--- src/rtl/multicycle_main_fsm_if.sv ---
// Control bundle between the multi-cycle RV32I main FSM (master) and its datapath (slave).
// Signal names follow the FSM's port naming: i_* into the FSM, o_* out of it.
interface multicycle_main_fsm_if #(
  parameter int RETIRE_CNT_W = 32
);
  logic [6:0]              i_operand;
  logic                    i_zeroFlag;
  logic                    i_memReady;
  logic                    o_pcWrite;
  logic                    o_adrSrc;
  logic                    o_memWriteEn;
  logic                    o_instructionRegWrite;
  logic [1:0]              o_resultSrc;
  logic [1:0]              o_aluSrcA;
  logic [1:0]              o_aluSrcB;
  logic [1:0]              o_aluOp;
  logic                    o_regWriteEn;
  logic [3:0]              o_state;
  logic                    o_illegalInstr;
  logic [RETIRE_CNT_W-1:0] o_retiredCount;

  modport master (
    input  i_operand, i_zeroFlag, i_memReady,
    output o_pcWrite, o_adrSrc, o_memWriteEn, o_instructionRegWrite, o_resultSrc,
           o_aluSrcA, o_aluSrcB, o_aluOp, o_regWriteEn, o_state, o_illegalInstr,
           o_retiredCount
  );

  modport slave (
    output i_operand, i_zeroFlag, i_memReady,
    input  o_pcWrite, o_adrSrc, o_memWriteEn, o_instructionRegWrite, o_resultSrc,
           o_aluSrcA, o_aluSrcB, o_aluOp, o_regWriteEn, o_state, o_illegalInstr,
           o_retiredCount
  );
endinterface

--- src/rtl/multicycle_main_fsm.sv ---
// Main control FSM of the multi-cycle RV32I core: fetch/decode/execute/memory/writeback sequencing.
// Optional MULTICYCLE_FSM_MEMWAIT_EN: FETCH, MEMREAD and MEMWRITE stall until i_memReady = 1.
module multicycle_main_fsm #(
  parameter int RETIRE_CNT_W = 32
) (
  input logic                   i_clk,
  input logic                   i_arst_n,
  multicycle_main_fsm_if.master bus
);

  typedef enum logic [3:0] {
    FETCH    = 4'd0,
    DECODE   = 4'd1,
    MEMADR   = 4'd2,
    MEMREAD  = 4'd3,
    MEMWB    = 4'd4,
    MEMWRITE = 4'd5,
    EXECUTER = 4'd6,
    ALUWB    = 4'd7,
    EXECUTEI = 4'd8,
    JAL      = 4'd9,
    BEQ      = 4'd10,
    ILLEGAL  = 4'd11
  } state_t;

  localparam logic [6:0] OP_LW    = 7'b0000011;
  localparam logic [6:0] OP_SW    = 7'b0100011;
  localparam logic [6:0] OP_RTYPE = 7'b0110011;
  localparam logic [6:0] OP_ITYPE = 7'b0010011;
  localparam logic [6:0] OP_JAL   = 7'b1101111;
  localparam logic [6:0] OP_BEQ   = 7'b1100011;

  state_t                  state;
  state_t                  nextState;
  logic [RETIRE_CNT_W-1:0] retiredCount;
  logic                    illegalFlag;
  logic                    memReady;
  logic                    retire;
  logic                    pcWrite;
  logic                    memWriteEn;
  logic                    instructionRegWrite;
  logic                    regWriteEn;

`ifdef MULTICYCLE_FSM_MEMWAIT_EN
  assign memReady = bus.i_memReady;
`else
  assign memReady = 1'b1;
`endif

  // NOTE: sequential state uses non-blocking assignments so every flop samples pre-edge values.
  always_ff @(posedge i_clk or negedge i_arst_n) begin
    if (!i_arst_n) begin
      state        <= FETCH;
      retiredCount <= '0;
      illegalFlag  <= 1'b0;
    end else begin
      state <= nextState;
      if (retire) retiredCount <= retiredCount + RETIRE_CNT_W'(1);
      if (nextState == ILLEGAL) illegalFlag <= 1'b1;
    end
  end

  // NOTE: every signal written here gets a default first, so no branch can infer a latch.
  always_comb begin
    nextState           = FETCH;
    retire              = 1'b0;
    pcWrite             = 1'b0;
    memWriteEn          = 1'b0;
    instructionRegWrite = 1'b0;
    regWriteEn          = 1'b0;
    bus.o_adrSrc        = 1'b0;
    bus.o_resultSrc     = 2'b00;
    bus.o_aluSrcA       = 2'b00;
    bus.o_aluSrcB       = 2'b00;
    bus.o_aluOp         = 2'b00;

    unique case (state)
      FETCH: begin
        // With the stall enabled, PC and IR load only on the ready cycle so PC advances once.
        instructionRegWrite = memReady;
        pcWrite             = memReady;
        bus.o_aluSrcB       = 2'b10;
        bus.o_resultSrc     = 2'b10;
        nextState           = memReady ? DECODE : FETCH;
      end
      DECODE: begin
        bus.o_aluSrcA = 2'b01;
        bus.o_aluSrcB = 2'b01;
        case (bus.i_operand)
          OP_LW, OP_SW: nextState = MEMADR;
          OP_RTYPE:     nextState = EXECUTER;
          OP_ITYPE:     nextState = EXECUTEI;
          OP_JAL:       nextState = JAL;
          OP_BEQ:       nextState = BEQ;
          default:      nextState = ILLEGAL;
        endcase
      end
      MEMADR: begin
        bus.o_aluSrcA = 2'b10;
        bus.o_aluSrcB = 2'b01;
        nextState     = (bus.i_operand == OP_LW) ? MEMREAD : MEMWRITE;
      end
      MEMREAD: begin
        bus.o_adrSrc = 1'b1;
        nextState    = memReady ? MEMWB : MEMREAD;
      end
      MEMWB: begin
        bus.o_resultSrc = 2'b01;
        regWriteEn      = 1'b1;
        retire          = 1'b1;
      end
      MEMWRITE: begin
        bus.o_adrSrc = 1'b1;
        memWriteEn   = 1'b1;
        retire       = memReady;
        nextState    = memReady ? FETCH : MEMWRITE;
      end
      EXECUTER: begin
        bus.o_aluSrcA = 2'b10;
        bus.o_aluOp   = 2'b10;
        nextState     = ALUWB;
      end
      EXECUTEI: begin
        bus.o_aluSrcA = 2'b10;
        bus.o_aluSrcB = 2'b01;
        bus.o_aluOp   = 2'b10;
        nextState     = ALUWB;
      end
      ALUWB: begin
        regWriteEn = 1'b1;
        retire     = 1'b1;
      end
      JAL: begin
        bus.o_aluSrcA = 2'b01;
        bus.o_aluSrcB = 2'b10;
        pcWrite       = 1'b1;
        nextState     = ALUWB;
      end
      BEQ: begin
        bus.o_aluSrcA = 2'b10;
        bus.o_aluOp   = 2'b01;
        pcWrite       = bus.i_zeroFlag;
        retire        = 1'b1;
      end
      ILLEGAL: nextState = ILLEGAL;
      default: nextState = FETCH;
    endcase
  end

  // Write enables are forced low while reset is asserted, independent of the clock.
  assign bus.o_pcWrite             = pcWrite & i_arst_n;
  assign bus.o_memWriteEn          = memWriteEn & i_arst_n;
  assign bus.o_instructionRegWrite = instructionRegWrite & i_arst_n;
  assign bus.o_regWriteEn          = regWriteEn & i_arst_n;
  assign bus.o_state               = state;
  assign bus.o_illegalInstr        = illegalFlag;
  assign bus.o_retiredCount        = retiredCount;

endmodule

--- src/flat_wrapper.sv ---
// flat-port wrapper written by rule: the top's interface ports become plain ports
module multicycle_main_fsm_flat 
#(
  parameter int RETIRE_CNT_W = 32
)
  (i_clk, i_arst_n, bus_i_operand, bus_i_zeroFlag, bus_i_memReady, bus_o_pcWrite, bus_o_adrSrc, bus_o_memWriteEn, bus_o_instructionRegWrite, bus_o_resultSrc, bus_o_aluSrcA, bus_o_aluSrcB, bus_o_aluOp, bus_o_regWriteEn, bus_o_state, bus_o_illegalInstr, bus_o_retiredCount);
  multicycle_main_fsm_if #(.RETIRE_CNT_W(RETIRE_CNT_W)) bus_i ();
  input logic i_clk;
  input logic i_arst_n;
  input wire logic [$bits(bus_i.i_operand)-1:0] bus_i_operand;
  input wire logic [$bits(bus_i.i_zeroFlag)-1:0] bus_i_zeroFlag;
  input wire logic [$bits(bus_i.i_memReady)-1:0] bus_i_memReady;
  output wire logic [$bits(bus_i.o_pcWrite)-1:0] bus_o_pcWrite;
  output wire logic [$bits(bus_i.o_adrSrc)-1:0] bus_o_adrSrc;
  output wire logic [$bits(bus_i.o_memWriteEn)-1:0] bus_o_memWriteEn;
  output wire logic [$bits(bus_i.o_instructionRegWrite)-1:0] bus_o_instructionRegWrite;
  output wire logic [$bits(bus_i.o_resultSrc)-1:0] bus_o_resultSrc;
  output wire logic [$bits(bus_i.o_aluSrcA)-1:0] bus_o_aluSrcA;
  output wire logic [$bits(bus_i.o_aluSrcB)-1:0] bus_o_aluSrcB;
  output wire logic [$bits(bus_i.o_aluOp)-1:0] bus_o_aluOp;
  output wire logic [$bits(bus_i.o_regWriteEn)-1:0] bus_o_regWriteEn;
  output wire logic [$bits(bus_i.o_state)-1:0] bus_o_state;
  output wire logic [$bits(bus_i.o_illegalInstr)-1:0] bus_o_illegalInstr;
  output wire logic [$bits(bus_i.o_retiredCount)-1:0] bus_o_retiredCount;
  assign bus_i.i_operand = bus_i_operand;
  assign bus_i.i_zeroFlag = bus_i_zeroFlag;
  assign bus_i.i_memReady = bus_i_memReady;
  assign bus_o_pcWrite = bus_i.o_pcWrite;
  assign bus_o_adrSrc = bus_i.o_adrSrc;
  assign bus_o_memWriteEn = bus_i.o_memWriteEn;
  assign bus_o_instructionRegWrite = bus_i.o_instructionRegWrite;
  assign bus_o_resultSrc = bus_i.o_resultSrc;
  assign bus_o_aluSrcA = bus_i.o_aluSrcA;
  assign bus_o_aluSrcB = bus_i.o_aluSrcB;
  assign bus_o_aluOp = bus_i.o_aluOp;
  assign bus_o_regWriteEn = bus_i.o_regWriteEn;
  assign bus_o_state = bus_i.o_state;
  assign bus_o_illegalInstr = bus_i.o_illegalInstr;
  assign bus_o_retiredCount = bus_i.o_retiredCount;
  multicycle_main_fsm #(.RETIRE_CNT_W(RETIRE_CNT_W)) u_core (.i_clk(i_clk), .i_arst_n(i_arst_n), .bus(bus_i));
endmodule
--- config.mk ---
export PLATFORM = sky130hd
export DESIGN_NAME = multicycle_main_fsm_flat
export DESIGN_NICKNAME = d
export VERILOG_FILES = /design/src/rtl/multicycle_main_fsm_if.sv /design/src/rtl/multicycle_main_fsm.sv /design/src/flat_wrapper.sv
export SDC_FILE = /design/constraint.sdc
export NUM_CORES = 1
export LEC_CHECK = 0
export CAP_MARGIN = 40
export CORE_MARGIN = 3
export CORE_UTILIZATION = 24
export CTS_BUF_LIST = sky130_fd_sc_hd__clkbuf_4
export DETAILED_ROUTE_END_ITERATION = 12
export PLACE_DENSITY = 0.48
export SLEW_MARGIN = 20
export SYNTH_ARGS = -nofsm -noshare
export SYNTH_HDL_FRONTEND = slang
export SYNTH_SLANG_ARGS = --single-unit
--- constraint.sdc ---
create_clock -name i_clk -period 2 [get_ports i_clk]
set_input_delay 0.3 -clock i_clk [delete_from_list [all_inputs] [get_ports i_clk]]
set_output_delay 0.3 -clock i_clk [all_outputs]
set_load 0.005 [all_outputs]
* Yosys cells after proc, flatten, opt, wreduce, memory -nomap -nowiden
Index checks and enable logic that the tools add are counted.
W data, S select, Z words.
** Cells by class
- $add $sub $neg :: 1
- Eq/ne operators :: 18
- Multiplexer cells :: 13
- Reduce and logical (&&, ||, !) cells :: 11
- Bitwise operators :: 4
** Operator list (count)
- $add A32 B1 Y32 const B :: 1
- $pmux W4 S6 :: 1
- $eq A4 B4 Y1 const B :: 5
- $pmux W4 S5 :: 1
- $eq A4 B3 Y1 const B :: 4
- $pmux W2 S2 :: 4
- $eq A7 B6 Y1 const B :: 2
- $eq A7 B7 Y1 const B :: 2
- $reduce_or A2 Y1 :: 6
- $eq A4 B2 Y1 const B :: 2
- $reduce_or A4 Y1 :: 2
- $eq A7 B2 Y1 const B :: 1
- $eq A7 B5 Y1 const B :: 1
- $reduce_or A3 Y1 :: 2
- $mux W1 :: 5
- $and A1 B1 Y1 :: 4
- $eq A4 B1 Y1 const B :: 1
- $logic_not A4 Y1 :: 1
- $mux W3 :: 1
- $pmux W1 S2 :: 1
** Storage, ports and cells
- Flip-flop bits (word level) :: 37
- Output and inout port bits :: 50
- Bits of input ports :: 11
- Word-level logic and storage cells :: 50

* Depth between registers and ports, before layout
Gate-level depths: netlist of the first run.
- Depth after elaboration :: 5
- Gate-level depth with buffers :: 7
- Gate-level depth less buffers :: 5

* Worst setup path after synthesis of the first run
OpenSTA, ideal clock, no wires.
- Path type :: register -> register
- Start :: register u_core.state[0] (netlist: u_core.bus.o_state[0])
- End :: register u_core.retiredCount[6] (netlist: u_core.bus.o_retiredCount[6])
- Slack :: 274 ps
- Clock period less this slack :: 1726 ps
- Required time :: 1876 ps
- Cell stages (with the launch flop) :: 7
- Buffers on the path :: 1
- Library setup time :: 124 ps
- Data arrival time :: 1602 ps
- Cell sequence :: dfrtp_1 > buf_2 > nand2b_1 > a21oi_2 > nor2_1 > and4_2 > xor2_1
** On the way
- Cells in the longest elaborated chain, start to end :: 3
- Elaborated cells between the ends (all ways) :: 6
- Those cells by class :: eq/ne: 4; mux: 1; reduce/logical: 1
** RTL lines
- from (decl) :: RTL line multicycle_main_fsm.sv:33 : state_t state;
- from (signal assigned) :: RTL line multicycle_main_fsm.sv:57 : state <= nextState;
- $eq A4 B4 Y1 or $eq A4 B3 Y1 (tied branches) :: RTL line multicycle_main_fsm.sv:77 : unique case (state)
- $reduce_or A4 Y1 (no source line) (*)
- $mux W1 (*) :: RTL line multicycle_main_fsm.sv:77
- to (signal assigned) :: RTL line multicycle_main_fsm.sv:58 : if (retire) retiredCount <= retiredCount + RETIRE_CNT_W'(1);
- to (decl) :: RTL line multicycle_main_fsm.sv:35 : logic [RETIRE_CNT_W-1:0] retiredCount;
Mark *: on every way between the ends. The rest lies on a longest branch, timed or not.
A chain may end at the register's enable or synchronous reset.

* Final worst setup path of the first run
- Start :: register u_core.state[3] (netlist: u_core.bus.o_state[3])
- End :: output port bus_o_instructionRegWrite
** On the way
- Cells in the longest elaborated chain, start to end :: 3
** RTL lines
- $logic_not A4 Y1 :: RTL line multicycle_main_fsm.sv:77
- $mux W1 :: RTL line multicycle_main_fsm.sv:77
- $and A1 B1 Y1 :: RTL line multicycle_main_fsm.sv:153 : assign bus.o_instructionRegWrite = instructionRegWrite & i_arst_n;
- to (decl) :: RTL line flat_wrapper.sv:16 : output wire logic [$bits(bus_i.o_instructionRegWrite)-1:0] bus_o_instructionRegWrite;
No other way between the ends.

==> results of run 1 <==
==> power groups by stage <==
stage / registers [µW] / logic [µW] / clock network [µW]
2_1_floorplan: 940 / 586 / 0
3_3_place_gp: 981 / 1240 / 0
3_5_place_dp: 979 / 1240 / 0
4_1_cts: 963 / 1300 / 401
5_1_grt: 1010 / 1500 / 437
6_report: 987 / 1340 / 378
==> cells in the mapped netlist, drive strengths merged, types with 2 or more instances <==
master / number / share of area
nand4: 6 / 0.027
clkbuf: 3 / 0.0057
or3: 3 / 0.012
nor3: 8 / 0.023
nor4: 4 / 0.028
and2: 3 / 0.0095
nand2b: 4 / 0.013
a21oi: 4 / 0.012
xor2: 10 / 0.044
xnor2: 23 / 0.10
dfrtp: 37 / 0.47
and4: 4 / 0.020
inv: 5 / 0.0095
nor2: 12 / 0.023
and3: 5 / 0.016
o21ai: 2 / 0.0051
a2111oi: 2 / 0.0089
nand2: 22 / 0.042
nand3: 18 / 0.046
buf: 3 / 0.0063
nor2b: 4 / 0.013
==> area by class of cell <==
type | count | share of cell area
multi-input cells | 148 | 0.350
flip-flops and latches | 37 | 0.308
repair buffers | 92 | 0.278
well taps | 102 | 0.0422
clock buffers | 6 | 0.0149
inverters | 5 | 0.00620
clock inverters | 1 | 0.00124
==> cells by family (layout without fill, tap and decap cells) <==
family	Yosys count	in the layout
AOI/OAI and AO/OA	15	15
DFF	37	37
and+or+nand+nor	99	99
buffers and inverters	11	104
adders and majority gates	1	1
xor gates and xnor gates	33	33
==> worst max-delay path: stages, from the launching register on <==
cell	delay, ps
dfrtp_2	490
buf_4	170
nor4_4	210
and2_1	150
clkdlybuf4s50_1	490
==> what timing repair did <==
item,4_1_cts,5_1_grt
resized for setup,13,19
setup buffers,6,2
setup endpoints to repair,13,29
gates cloned,0,0
hold endpoints to repair,14,0
pin swaps,1,2
hold buffers,1,0
==> worst min path at each step <==
stage          startpoint                                   endpoint  slack, ps
2_1_floorplan    i_arst_n      u_core.bus.o_illegalInstr$_DFFE_PN0N_          4
3_3_place_gp     i_arst_n            u_core.bus.o_state[2]$_DFF_PN0_        340
3_5_place_dp     i_arst_n            u_core.bus.o_state[2]$_DFF_PN0_        340
4_1_cts          i_arst_n  u_core.bus.o_retiredCount[27]$_DFFE_PN0P_          6
5_1_grt          i_arst_n  u_core.bus.o_retiredCount[25]$_DFFE_PN0P_         10
6_report         i_arst_n  u_core.bus.o_retiredCount[29]$_DFFE_PN0P_         10
==> through the flow <==
| step | total power (µW) | hold slack (ps) | cell area (µm²) | TNS [ps] | std cells |
|---|---|---|---|---|---|
| floorplan | 1530 | 4.41 | 1970 | 0 | 196 |
| global placement | 2220 | 339 | 2840 | -206 | 375 |
| detailed placement | 2220 | 340 | 2840 | -153 | 375 |
| CTS | 2660 | 5.68 | 2960 | -820 | 389 |
| global route | 2940 | 13.8 | 3030 | -430 | 391 |
| finish | 2710 | 14.0 | 3030 | -264 | 391 |
==> metal layers <==
metal  wire length [µm]  GRT usage  up-vias
met5                  0          0        -
met1               2500      0.156      807
met4                 42     0.0324        0
met3                251     0.0281        7
li1                   -          -      876
met2               2240      0.161       52
==> cells in the final DEF, fill, tap and decap left out, types with 2 or more instances in the layout <==
cell type        count
inv_1                4
xor2_1              10
nor3_2               2
and2_1               3
clkbuf_4             6
dlymetal6s2s_1       5
nand2_1             22
nand3_1             18
nand4_1              5
nor2_1               9
dfrtp_1             33
a21oi_1              2
or3_1                2
nand2b_1             4
xnor2_1             23
clkdlybuf4s50_1     47
nor4_4               3
and4_1               2
dlygate4sd2_1        5
nor3_1               6
buf_2                2
nor2b_1              2
and3_1               5
buf_4               31
dfrtp_2              4
o21ai_0              2
a2111oi_0            2
nor2_2               2
==> state kept, by name (all words and copies together) (netlist names) <==
| register | count |
|---|---|
| u_core.bus.o_illegalInstr | 1 |
| u_core.bus.o_retiredCount | 32 |
| u_core.bus.o_state | 4 |
==> results.cfg, run 1 <==
[run_status]
outcome = finished, violations left
failed_checks = setup timing

[worst_setup_path]
cp.arrival_ps = 1840
regToRegStartpoint = u_core.bus.o_state[1]$_DFF_PN0_
regToRegSetupSlack_ps = 110
startpoint = u_core.bus.o_state[3]$_DFF_PN0_
path_class = reg2out
crit_path_max_fanout = 7
reg2reg_depth = 7
startpoint_type = flip-flop
required_ps = 1700
rr_endpoint = u_core.bus.o_retiredCount[6]$_DFFE_PN0P_
endpoint = bus_o_instructionRegWrite
endpoint_kind = primary output

[timing]
fin_skew_ps = 1.04
min_period_ps = 2140
clock.fmax_mhz = 468
maxSlewHeadroom = 0.671
rsz0062_at_grt = true
post-route-period-util = 1.07
hold_violations = 0
worst_slack_ps = -135
slew_viol_final = 0
finalSetupViolCount = 2
tightest_slew_ps = 481

[cells_and_area]
n_antenna_cell = 0
final_nets = 301
final_util = 0.386
layout-drive-gt1-share = 0.225
synthToLayoutAreaGrowth_pct = 53.3
multiInputGateArea_mm2 = 0.00106
fill_cells = 839
seq_area_um2 = 931

[floorplanning]
ioPinCount = 61
dieWidth_um = 96.7
core_mm2 = 0.00785
die_area_mm2 = 0.00935
floorplan.rows = 32
dieHeight_um = 96.7
start_util = 0.251

[drt]
drt_iter0_markers = 37
wl_um = 5040
wl_per_cell_um = 12.9
dr.pass1.iters = 4
via_per_inst = 4.46
route.vias.total = 1742
drcViolationCount = 0
ant_nets = 0

[clock_tree]
cts.clk_slew.worst_paths_ps = 100
cts.sinks = 37
htree_levels = 2
insertion_delay_ps = 330
root_buffer = clkbuf_4
cts_tree = yes
cts_buffers = 5
clk_path_buf_depth = 2

[synth]
ys_async_sr_fraction = 1.00
ys_types = 43
synth-compound-area-share = 0.0571
synth_seq_cells = 37
synth_edf_count = 0
synth_area_mm2 = 0.00197
syn_nets = 208
ys_seq_area_frac = 0.469
synth-adder-area-share = 0.00634
synth_xor_area_frac = 0.146
synthMuxAreaShare = 0
synthSimpleGateAreaFrac = 0.299
ys_warn_count = 0
ys.flop_type = dfrtp_1
synth_top_family_by_area = simple AND/OR/NAND/NOR gates
syn_avg_cell_area_um2 = 10.1
netlist_instances = 196

[power_and_ir_drop]
ir_drop_mv = 0.272
comb_power_share = 0.496
p_int_uw = 1740
switching_share = 0.356
p_leak_uw = 0.00138
seqPwrFrac = 0.364
clkPwrFrac = 0.140
p_per_area_mw_per_mm2 = 895
p_sw_uw = 964

[place]
dpl_worst_slack_ps = -153
dp_hpwl_um = 3700
gp_congestion = 0.789
io_buffers = 59

[global_routing]
grt_pass1_vias = 1680
grt_pass1_wl_um = 8430
antenna_found_initial = 0
gr-total-overflow = 0
gr-usage-all-layers = 0.109
grt_max_degree = 24

[min_path]
min_path_type = in2async

[run]
cap_violations = 0
No activity file was read; power rests on OpenSTA's default activity.
==> run 2: changes to the inputs <==
--- a/config.mk
+++ b/config.mk
@@ -11,6 +11,7 @@
 export CTS_BUF_LIST = sky130_fd_sc_hd__clkbuf_4
 export DETAILED_ROUTE_END_ITERATION = 12
 export PLACE_DENSITY = 0.48
+export RECOVER_POWER = 25
 export SLEW_MARGIN = 20
 export SYNTH_ARGS = -nofsm -noshare
 export SYNTH_HDL_FRONTEND = slang
==> run 2 against run 1 <==
Net effect:
- the run still ends with setup timing left
- clock power is essentially flat
- sequential share of layout area grew 0.089 points
- core utilization shrank 0.11 points
- final area shrank 0.29%
- non-clock buffer count is the same
- cell count is the same
- register-to-register slack is essentially flat
- critical path type unchanged
- critical endpoint unchanged
==> results.cfg, run 2 (synthesis gave the netlist of run 1 again) <==
[drt]
ant_nets = 0
drt_iter0_markers = 36
wl_um = 5030
wl_per_cell_um = 12.9
route.vias.total = 1737
drcViolationCount = 0
via_per_inst = 4.44
dr.pass1.iters = 4

[global_routing]
grt_pass1_vias = 1680
antenna_found_initial = 0
grt_pass1_wl_um = 8430
gr-usage-all-layers = 0.109
gr-total-overflow = 0
grt_max_degree = 24

[cells_and_area]
layout_common_cells = clkdlybuf4s50_1, dfrtp_1, buf_4, xnor2_1, nand2_1
final_common_cell = clkdlybuf4s50_1
final_area_mm2 = 0.00302
instances_no_fill = 391
synthToLayoutAreaGrowth_pct = 52.9
final_nets = 301
layout-drive-gt1-share = 0.215
largest_register_ffs = 32
n_antenna_cell = 0

[clock_tree]
clk_path_buf_depth = 2
cts.clk_slew.worst_paths_ps = 100
cts_buffers = 5
htree_levels = 2
cts.sinks = 37
root_buffer = clkbuf_4
cts_tree = yes
insertion_delay_ps = 330

[floorplanning]
start_util = 0.251
floorplan.rows = 32
ioPinCount = 61
die_area_mm2 = 0.00935
dieWidth_um = 96.7
dieHeight_um = 96.7
core_mm2 = 0.00785

[power_and_ir_drop]
seqPwrFrac = 0.365
clkPwrFrac = 0.140
ir_drop_mv = 0.272
p_per_area_mw_per_mm2 = 897
p_sw_uw = 965
p_int_uw = 1740
p_leak_uw = 0.00137
switching_share = 0.357
comb_power_share = 0.496

[timing]
rsz0062_at_grt = true
fin_skew_ps = 0.961
worst_slack_ps = -136
finalSetupViolCount = 2
post-route-period-util = 1.07
clock.fmax_mhz = 468
tightest_slew_ps = 1230
maxSlewHeadroom = 0.181
hold_violations = 0
min_period_ps = 2140
slew_viol_final = 0

[worst_setup_path]
slowest_stage = dfrtp_2
required_ps = 1700
path_cells = buf_4 -> nor4_4 -> and2_1 -> clkdlybuf4s50_1
crit_path_max_fanout = 7
slowest_delay_ps = 490
path_class = reg2out
endpoint_kind = primary output
cp.arrival_ps = 1840
worst-path-buf-inv = 2
startpoint_type = flip-flop
cp_top_family = buffers and inverters

[run]
cap_violations = 0

[run_status]
outcome = finished, violations left
failed_checks = setup timing

[place]
place_area_mm2 = 0.00284
io_buffers = 59
gp_congestion = 0.789
dp_hpwl_um = 3700
placed_cells = 375

[min_path]
min_path_type = in2async
-- run 2: changes by cell type in the layout (fill, tap and decap cells not counted) --
cell,before,now
clkbuf_1,0,3
buf_2,2,1
buf_4,31,29
-- run 2: what timing repair did --
action,4_1_cts,5_1_grt
hold buffers,1,0
endpoints found under the setup margin,13,29
hold endpoints to repair,14,0
setup buffers,6,2
gates resized for setup,13,19
pin swaps,1,2
-- run 2: worst paths after layout --
kind | cells after the start | slack (ps) | end | startpoint
worst max-delay path | 4 | -140 | bus_o_instructionRegWrite | u_core.bus.o_state[3]$_DFF_PN0_
worst min-delay path | 2 | 450 | u_core.bus.o_retiredCount[29]$_DFFE_PN0P_ | i_arst_n
worst max register to register | 7 | 110 | u_core.bus.o_retiredCount[6]$_DFFE_PN0P_ | u_core.bus.o_state[1]$_DFF_PN0_
worst min register to register | 1 | 480 | u_core.bus.o_retiredCount[31]$_DFFE_PN0P_ | u_core.bus.o_retiredCount[31]$_DFFE_PN0P_
max in group asynchronous | 3 | 630 | u_core.bus.o_state[1]$_DFF_PN0_ | i_arst_n
min in group i_clk | 1 | 480 | u_core.bus.o_retiredCount[31]$_DFFE_PN0P_ | u_core.bus.o_retiredCount[31]$_DFFE_PN0P_
-- run 2: area by class of cell --
class | count | area, µm²
clock buffers | 6 | 45.0
clock inverters | 1 | 3.75
fillers | 838 | 4830
inverters | 5 | 18.8
multi-input cells | 148 | 1060
flip-flops and latches | 37 | 931
well taps | 102 | 128
repair buffers | 92 | 832
-- run 2: layer usage --
metal	track usage	up-vias	wire [µm]
met5	0	-	0
met2	0.161	48	2240
met1	0.156	805	2510
met3	0.0281	7	238
li1	-	877	-
met4	0.0324	0	42
-- run 2: metrics by stage --
stage	worst slack [ps]	hold WS, ps	util	total power, µW	TNS [ps]
final	-136	450	0.384	2710	-265
after global routing	-207	514	0.384	2940	-431
after CTS	-150	5.68	0.377	2660	-820
after detailed placement	-153	340	0.362	2220	-153
after global placement	-186	339	0.362	2220	-206
after floorplan	274	4.41	-	1530	0
-- run 2: power groups by stage --
stage               registers (µW)  clock network, µW  logic (µW)
floorplan                      940                  0         586
global placement               981                  0        1240
CTS                            963                401        1300
detailed placement             979                  0        1240
finish                         987                379        1340
global route                  1010                437        1500
-- run 2: worst reg2reg max path, delay by kind of cell, from the launching register on --
family,cells,cell delay (ps)
AOI/OAI and AO/OA,1,270
xor gates and xnor gates,1,130
and+or+nand+nor,3,590
DFF,1,500
buffers and inverters,2,300
==> run 3: changes to the inputs <==
--- a/config.mk
+++ b/config.mk
@@ -5,12 +5,13 @@
 export SDC_FILE = /design/constraint.sdc
 export NUM_CORES = 1
 export LEC_CHECK = 0
+export ABC_AREA = 1
 export CAP_MARGIN = 40
 export CORE_MARGIN = 3
 export CORE_UTILIZATION = 24
 export CTS_BUF_LIST = sky130_fd_sc_hd__clkbuf_4
 export DETAILED_ROUTE_END_ITERATION = 12
-export PLACE_DENSITY = 0.48
+export PLACE_DENSITY = 0.46
 export RECOVER_POWER = 25
 export SLEW_MARGIN = 20
 export SYNTH_ARGS = -nofsm -noshare
==> run 3 against run 2 <==
Net effect:
- the flow now finishes without violations
- non-clock buffer count shrank 14
- synthesized cell count grew 65%
- sequential share of layout area shrank 2.6 points
- clock-buffer cell count is the same
- fmax grew 10%
- final area grew 8.6%
- global-route usage grew 1.7 points
- via count grew 32%
- first-iteration DRC count grew 53%
- clock skew grew 13 ps
- setup slack gained 200 ps
- worst hold slack lost 180 ps
- critical endpoint is now bus_o_aluSrcA[1]
- largest power group unchanged
==> results.cfg, run 3 <==
[run_status]
outcome = complete, no violations

[worst_setup_path]
path_cells = buf_4 -> inv_2 -> nor2_4 -> buf_4 -> nand2_2 -> nand4_1 -> dlygate4sd2_1
crit_path_max_fanout = 4
startpoint_type = flip-flop
crit_cells = 7
cp_top_family = buffers and inverters
endpoint_kind = primary output
required_ps = 1700
worst-path-buf-inv = 4
crit_top_cell = buf_4
reg2reg_depth = 8
cp.arrival_ps = 1640
slowest_stage = dfrtp_2
path_class = reg2out
slowest_delay_ps = 450

[cells_and_area]
final_util = 0.353
instances_no_fill = 535
seq_area_um2 = 927
n_antenna_cell = 0
largest_register_ffs = 32
fill_cells = 1027
synthToLayoutAreaGrowth_pct = 42.0
layout-drive-gt1-share = 0.133
final_common_cell = nand2_1
final_nets = 418
layout_common_cells = nand2_1, nor2_1, clkdlybuf4s50_1, dfrtp_1, inv_1
multiInputGateArea_mm2 = 0.00127

[floorplanning]
start_util = 0.249
core_mm2 = 0.00928
dieWidth_um = 104
dieHeight_um = 104
ioPinCount = 61
floorplan.rows = 35
die_area_mm2 = 0.0108

[global_routing]
grt_max_degree = 38
gr-usage-all-layers = 0.125
antenna_found_initial = 0
grt_pass1_vias = 2332
gr-total-overflow = 0
grt_pass1_wl_um = 11200

[synth]
synth_top_family_by_area = simple AND/OR/NAND/NOR gates
synth.area.top_cells = dfrtp_1, nand2_1, nor2_1, xor2_1, inv_1
synthSimpleGateAreaFrac = 0.403
netlist.area_leader.share = 0.401
syn_avg_cell_area_um2 = 7.14
synth_seq_cells = 37
syn_nets = 335
ys_async_sr_fraction = 1.00
synth_area_mm2 = 0.00231
synthMuxAreaShare = 0
synth-compound-area-share = 0.0206
synth_most_common_cell = nand2_1
ys_seq_area_frac = 0.401
synth_xor_area_frac = 0.0987
ys.flop_type = dfrtp_1
ys_warn_count = 0
netlist_instances = 323
synth_edf_count = 0
synth_common_cells = nand2_1, nor2_1, dfrtp_1
yosysTopAreaCell = dfrtp_1
synth-adder-area-share = 0.00542
ys_types = 26

[timing]
clock.fmax_mhz = 516
setup_tns_ps = 0
maxSlewHeadroom = 0.363
post-route-period-util = 0.969
slew_viol_final = 0
worst_slack_ps = 61.5
finalSetupViolCount = 0
hold_violations = 0
fin_skew_ps = 14.2
rsz0062_at_grt = true
tightest_slew_ps = 955
min_period_ps = 1940

[drt]
via_per_inst = 4.28
wl_per_cell_um = 12.4
dr.pass1.iters = 4
ant_nets = 0
drcViolationCount = 0
route.vias.total = 2291
wl_um = 6610
drt_iter0_markers = 55

[place]
placed_cells = 514
io_buffers = 59
dpl_worst_slack_ps = 63.5
dp_hpwl_um = 5100
gp_congestion = 0.795

[clock_tree]
cts_tree = yes
cts_buffers = 5
htree_levels = 2
clk_path_buf_depth = 2
root_buffer = clkbuf_4
cts.clk_slew.worst_paths_ps = 120
cts.sinks = 37
insertion_delay_ps = 350

[min_path]
min_path_type = in2async

[power_and_ir_drop]
p_leak_uw = 0.00149
ir_drop_mv = 0.270
p_per_area_mw_per_mm2 = 819

[run]
cap_violations = 0
==> run 3: cell count changes after synthesis, sizes merged, moves of 6 or more <==
| cell | change |
|---|---|
| inv | +32 |
| xor2 | +6 |
| nand4 | +7 |
| xnor2 | -13 |
| nor2 | +45 |
| nand2 | +86 |
==> run 3: final timing paths <==
kind / slack [ps] / start / to
max in group asynchronous: 1080 / i_arst_n / u_core.bus.o_state[1]$_DFF_PN0_
setup reg to reg: 200 / u_core.bus.o_retiredCount[0]$_DFFE_PN0P_ / u_core.bus.o_retiredCount[28]$_DFFE_PN0P_
hold / removal: 270 / i_arst_n / u_core.bus.o_retiredCount[21]$_DFFE_PN0P_
setup / recovery: 60 / u_core.bus.o_state[1]$_DFF_PN0_ / bus_o_aluSrcA[1]
min in group i_clk: 490 / u_core.bus.o_illegalInstr$_DFFE_PN0N_ / u_core.bus.o_illegalInstr$_DFFE_PN0N_
hold reg to reg: 490 / u_core.bus.o_illegalInstr$_DFFE_PN0N_ / u_core.bus.o_illegalInstr$_DFFE_PN0N_
==> run 3: repair_timing <==
item / CTS / global route
resized for setup: 23 / 13
buffers inserted: 13 / 1
setup endpoints to repair: 12 / 14
hold buffers: 0 / 0
pin swaps: 4 / 3
==> run 3: worst register-to-register path, delay by kind of cell, from the launching register on <==
| family | cells | cell delay (ps) |
|---|---|---|
| adders and majority gates | 1 | 230 |
| and+or+nand+nor | 6 | 950 |
| xor gates and xnor gates | 1 | 150 |
| DFF | 1 | 420 |
==> run 3: area by class of cell <==
type | instances | area share
timing repair buffer | 78 | 0.220
inverter | 38 | 0.0454
tap | 129 | 0.0493
sequential | 37 | 0.283
multi-input combinational | 246 | 0.388
clock buffer | 6 | 0.0137
clock inverter | 1 | 0.00115
==> run 3: cells by family (layout without fill, tap and decap cells) <==
kind of cell,count (synthesis),after routing
fa+ha+maj,1,1
buf+inv,40,123
flops,37,37
simple gates,210,210
xor+xnor,26,26
compound gates,9,9
==> run 3: report_power, final <==
part           total, µW  internal (µW)  switching, µW
clock network        392            141            251
registers            929            833           95.7
logic               1360            658            704
total               2680           1630           1050
==> run 3: per-stage QoR <==
step                      hold WS [ps]  power [µW]  cell area [µm²]
after floorplan                   4.41        1510             2310
after global placement             434        2110             3080
after detailed placement           438        2110             3080
after CTS                         47.7        2660             3240
after global routing               355        2910             3280
final                              266        2680             3280
==> run 3: per-layer routing <==
| metal | vias to the layer above | wire, µm | global-route usage |
|---|---|---|---|
| met5 | - | 0 | 0 |
| met4 | 0 | 78 | 0.0342 |
| met3 | 7 | 292 | 0.0310 |
| met2 | 37 | 3240 | 0.214 |
| met1 | 1075 | 3010 | 0.157 |
| li1 | 1172 | - | - |
